## src/rtl/req_capture.sv

```systemverilog
// Push-button request capture: synchronizes a bouncing button and switch bank,
// debounces the press, emits one strobe with the captured value, then holds it.
module req_capture #(
    parameter int unsigned DEBOUNCE_CYCLES = 16,
    parameter int unsigned HOLD_CYCLES     = 12
) (
    input  logic        clk,
    input  logic        rst,
    input  logic        btn,
    input  logic [11:0] sw_in,
    output logic        valid_data,
    output logic [11:0] data,
    output logic        busy
);

    localparam logic [15:0] DEB_LAST  = 16'(DEBOUNCE_CYCLES - 1);
    localparam logic [15:0] HOLD_LAST = 16'(HOLD_CYCLES - 1);

    typedef enum logic [2:0] {
        S_IDLE,
        S_DEBOUNCE,
        S_FIRE,
        S_HOLD,
        S_WAIT_RELEASE
    } state_t;

    logic        r_btn_meta;
    logic        r_btn_sync;
    logic [11:0] r_sw_meta;
    logic [11:0] r_sw_sync;

    state_t      r_state;
    logic [15:0] r_cnt;
    logic [11:0] r_data;
    logic        r_valid;
    logic        r_busy;

    logic        w_btn_s;
    logic [11:0] w_sw_s;

    // Two-flop synchronizers; every later use sees only the second stage.
    always_ff @(posedge clk or negedge rst) begin
        if (!rst) begin
            r_btn_meta <= 1'b0;
            r_btn_sync <= 1'b0;
            r_sw_meta  <= 12'd0;
            r_sw_sync  <= 12'd0;
        end else begin
            r_btn_meta <= btn;
            r_btn_sync <= r_btn_meta;
            r_sw_meta  <= sw_in;
            r_sw_sync  <= r_sw_meta;
        end
    end

    assign w_btn_s = r_btn_sync;
    assign w_sw_s  = r_sw_sync;

    // Strobe and busy are registered alongside the state so no input reaches them combinationally.
    always_ff @(posedge clk or negedge rst) begin
        if (!rst) begin
            r_state <= S_IDLE;
            r_cnt   <= 16'd0;
            r_data  <= 12'd0;
            r_valid <= 1'b0;
            r_busy  <= 1'b0;
        end else begin
            r_valid <= 1'b0;
            case (r_state)
                S_IDLE: begin
                    if (w_btn_s) begin
                        r_state <= S_DEBOUNCE;
                        r_cnt   <= 16'd0;
                        r_busy  <= 1'b1;
                    end
                end
                S_DEBOUNCE: begin
                    if (!w_btn_s) begin
                        r_state <= S_IDLE;
                        r_busy  <= 1'b0;
                    end else if (r_cnt == DEB_LAST) begin
                        r_state <= S_FIRE;
                        r_data  <= w_sw_s;
                        r_valid <= 1'b1;
                    end else begin
                        r_cnt <= r_cnt + 16'd1;
                    end
                end
                S_FIRE: begin
                    r_state <= S_HOLD;
                    r_cnt   <= 16'd0;
                end
                S_HOLD: begin
                    // The button is deliberately ignored while the downstream search runs.
                    if (r_cnt == HOLD_LAST) begin
                        r_state <= S_WAIT_RELEASE;
                        r_cnt   <= 16'd0;
                    end else begin
                        r_cnt <= r_cnt + 16'd1;
                    end
                end
                S_WAIT_RELEASE: begin
                    if (w_btn_s) begin
                        r_cnt <= 16'd0;
                    end else if (r_cnt == DEB_LAST) begin
                        r_state <= S_IDLE;
                        r_cnt   <= 16'd0;
                        r_busy  <= 1'b0;
                    end else begin
                        r_cnt <= r_cnt + 16'd1;
                    end
                end
                default: begin
                    r_state <= S_IDLE;
                    r_cnt   <= 16'd0;
                    r_busy  <= 1'b0;
                end
            endcase
        end
    end

    assign valid_data = r_valid;
    assign data       = r_data;
    assign busy       = r_busy;

endmodule
```

## config.mk

```make
export PLATFORM = sky130hd
export DESIGN_NAME = req_capture
export DESIGN_NICKNAME = d
export VERILOG_FILES = /design/src/rtl/req_capture.sv
export SDC_FILE = /design/constraint.sdc
export NUM_CORES = 1
export LEC_CHECK = 0
export CAP_MARGIN = 20
export CORE_ASPECT_RATIO = 1.2
export CORE_MARGIN = 5
export CORE_UTILIZATION = 55
export CTS_CLUSTER_SIZE = 10
export DETAILED_ROUTE_END_ITERATION = 10
export GPL_ROUTABILITY_DRIVEN = 0
export PLACE_DENSITY = 0.9
export SLEW_MARGIN = 20
export SYNTH_ARGS = -nofsm -noshare
export SYNTH_HDL_FRONTEND = slang
export SYNTH_SLANG_ARGS = --single-unit
```

## constraint.sdc

```tcl
create_clock -name clk -period 4.7 [get_ports clk]
set_input_delay 0.705 -clock clk [delete_from_list [all_inputs] [get_ports clk]]
set_output_delay 0.705 -clock clk [all_outputs]
set_load 0.05 [all_outputs]
```

==> results.md <==
- Status: finished, final reports clean
- H-tree depth: 3
- Core area: approximately 0.0042 sq mm
- DIE WIDTH: approximately 70 um
- Setup TNS: 0 ns
- Register area: approximately 0.0015 sq mm
- Drt drc: 0
- Die height: approximately 80 um
- Worst VDD drop: 0.2093 mV
- Count of non-filler cells in the finished layout: between 200 and 300
- Setup crit end kind: flip-flop
- Post-CTS Setup Inserts: 0
- Cts hold-fix bufs: 0
- RSZ-0062 raised after global routing: false
- Overflow after GRT: 0
- Post-synth EDFFs: 0
- Cell Rows: 26
- Resize count post-CTS: 0
- Vias in the first global route: 1613
- Pre-CTS setup slack: 2.011 ns
- First-iteration detailed-routing DRC count: around 120
- Synth area leader: dfrtp_1
- CP Max Fanout: 12
- Antenna diodes: 0
- Worst hold path class: flip-flop to flip-flop
- Count of different cell masters after synthesis: 37
- CP arrival: 2.92 ns
- Hold Slack: approximately 0.35 ns
- Setup WS post-layout: around 2.0 ns
- Synth top area cells: dfrtp_1 62%, mux2_2 5.7%, nor2_1 3.2%
- ANT nets after route: 0
- CTS Buffer Depth: 2
- Cell at the root of the clock tree: clkbuf_8
- Share of layout cells above drive strength 1: 15.38%
- Via count: between 1500 and 2000
- Yosys top cell area share: between 60 and 70%
- Startpoint types: flip-flop
- Vias/cell: ~5.6
- Leak: ~1.2 nW
- Cells after Synth: a little under 200
- Final period utilization: 57.62%
- Cell Pwr Density: roughly 400 mW/mm^2
- Slew margin rel.: between 30% and 40%
- Placed Cells: 274
- Final hold vios: 0
- Most frequent cell after synthesis: dfrtp_1
- Die ar.: 0.005727 sq mm
- Final setup fails: 0
- Initial antenna violation count: 0
- Maximum number of pins on one net before global-route repair: 60
- Pins over their slew limit: 0
- # nets final: approximately 250
- Most instantiated cells after synthesis: 59 x dfrtp_1, 20 x nor2_1, 17 x nand2_1
- Initial Utilization: 56.04%
- Max Clk Rate: 369.3 MHz
- Avg WL per Cell: roughly 15 um
- Final min period: ~2.7 ns
- Global-route wire length before repair: 7362 um
- WP data required: 4.91 ns
- Drt pass-1 iters: 4
- Overall routing resource usage: about 17%
- Share of synthesized registers carrying an async set or reset: 100.0%
- Total CTS buffers: 9
- Syn Area/Cell: 12.09 sq um
- WL final: roughly 4200 um
- PortBufs: 28
- Clock slew at reported path FFs: around 0.07 ns
- Max cap viols: 0
- Clock Skew: roughly 0.012 ns
- Syn Nets: 212
- Fillers: 295
- Top Ports: 29
- Placed cell area: around 0.0027 sq mm
- Detail Placement HPWL: 2959 um
- Yosys reg bits: between 50 and 60
- Multi-input logic area: 845.8 sq um
- Ys flop type: dfrtp_1
- Yosys warns: 0
- Clk Latency, worst-skew pair: ~0.34 ns
- CTS sink cnt: 59
- P&R area growth vs syn: 21.28%
- Cell Area, Synth: 0.002370 sq mm
- CTS tree: done
- Register area share after synthesis: 62.30%
- Worst Path Class, Setup: flip-flop to flip-flop
- Cell area after layout: between 0.002 and 0.003 sq mm
- Actual slew at the worst max-slew pin: just over 1 ns
per-stage QoR:
stage	util, %	total power [mW]
after global placement	63.52	0.7072
after global routing	67.96	1.175
after floorplan	-	0.6618
after CTS	67.96	1.132
after detailed placement	63.52	0.7127
final	67.96	1.123
state kept, by name, summed over array words and instances (netlist names):
register	count
busy	1
r_btn_sync	1
r_sw_sync	12
valid_data	1
r_state	3
r_btn_meta	1
data	12
r_cnt	16
r_sw_meta	12
layout make-up:
type / count / share of cell area (%)
inverters: 3 / 0.3918
repair buffers: 29 / 9.839
flip-flops and latches: 59 / 51.37
well taps: 56 / 2.438
clock buffers: 11 / 5.268
multi-input cells: 127 / 29.43
clock inverters: 5 / 1.263
cell families (layout without fill, tap and decap cells):
family	count (synthesis)	in the layout	synth area share, %
AO/OA/AOI/OAI	33	33	10.51
XOR/XNOR	8	8	2.957
adder cells (fa/ha/maj)	1	1	0.5279
buffers and inverters	10	48	2.006
flip-flops	59	59	62.30
multiplexers	12	12	5.702
AND/OR/NAND/NOR	73	73	16.00
layer usage:
metal  vias up  global-route usage (%)  part of all wire [%]
met1       789                   20.05                    43
met2        58                   26.94                    49
met5         -                       0                     0
met3         9                   6.977                   6.3
met4         0                   7.663                   1.6
li1        765                       -                     -
placed cells by master, fill, tap and decap left out, types with 4 or more instances in the layout:
cell and instances:
a211oi_1 7, a21oi_1 7, clkbuf_8 11, clkdlybuf4s50_1 27, dfrtp_1 59, mux2_2 12, nand2_1 17, nand3_1 7
nor2_1 20, nor3_1 4, o21ai_0 5, or4_1 6, xnor2_1 8
worst paths after layout:
check | depth (start not counted) | startpoint | slack, ns | to
max in group asynchronous | 2 | rst | 3.74 | r_cnt[12]
min | 0 | r_sw_meta[2] | 0.35 | r_sw_sync[2]
max | 5 | r_cnt[8] | 1.99 | data[0]
min in group asynchronous | 2 | rst | 0.50 | r_sw_sync[3]
min reg2reg | 0 | r_sw_meta[2] | 0.35 | r_sw_sync[2]
max reg2reg | 5 | r_cnt[8] | 1.99 | data[0]
power breakdown:
part	total (mW)	switching, mW	internal (mW)
sequential	0.576	0.0330	0.543
clock	0.420	0.200	0.220
combinational	0.127	0.0736	0.0530
total	1.12	0.306	0.816
critical path: stages, from the launching register on:
cell,delay (ns)
dfrtp_1,0.44
or4_1,0.64
nor3_1,0.19
nand3_1,0.10
nor2_1,0.78
mux2_2,0.43
Power figures use the tool's default switching activity.
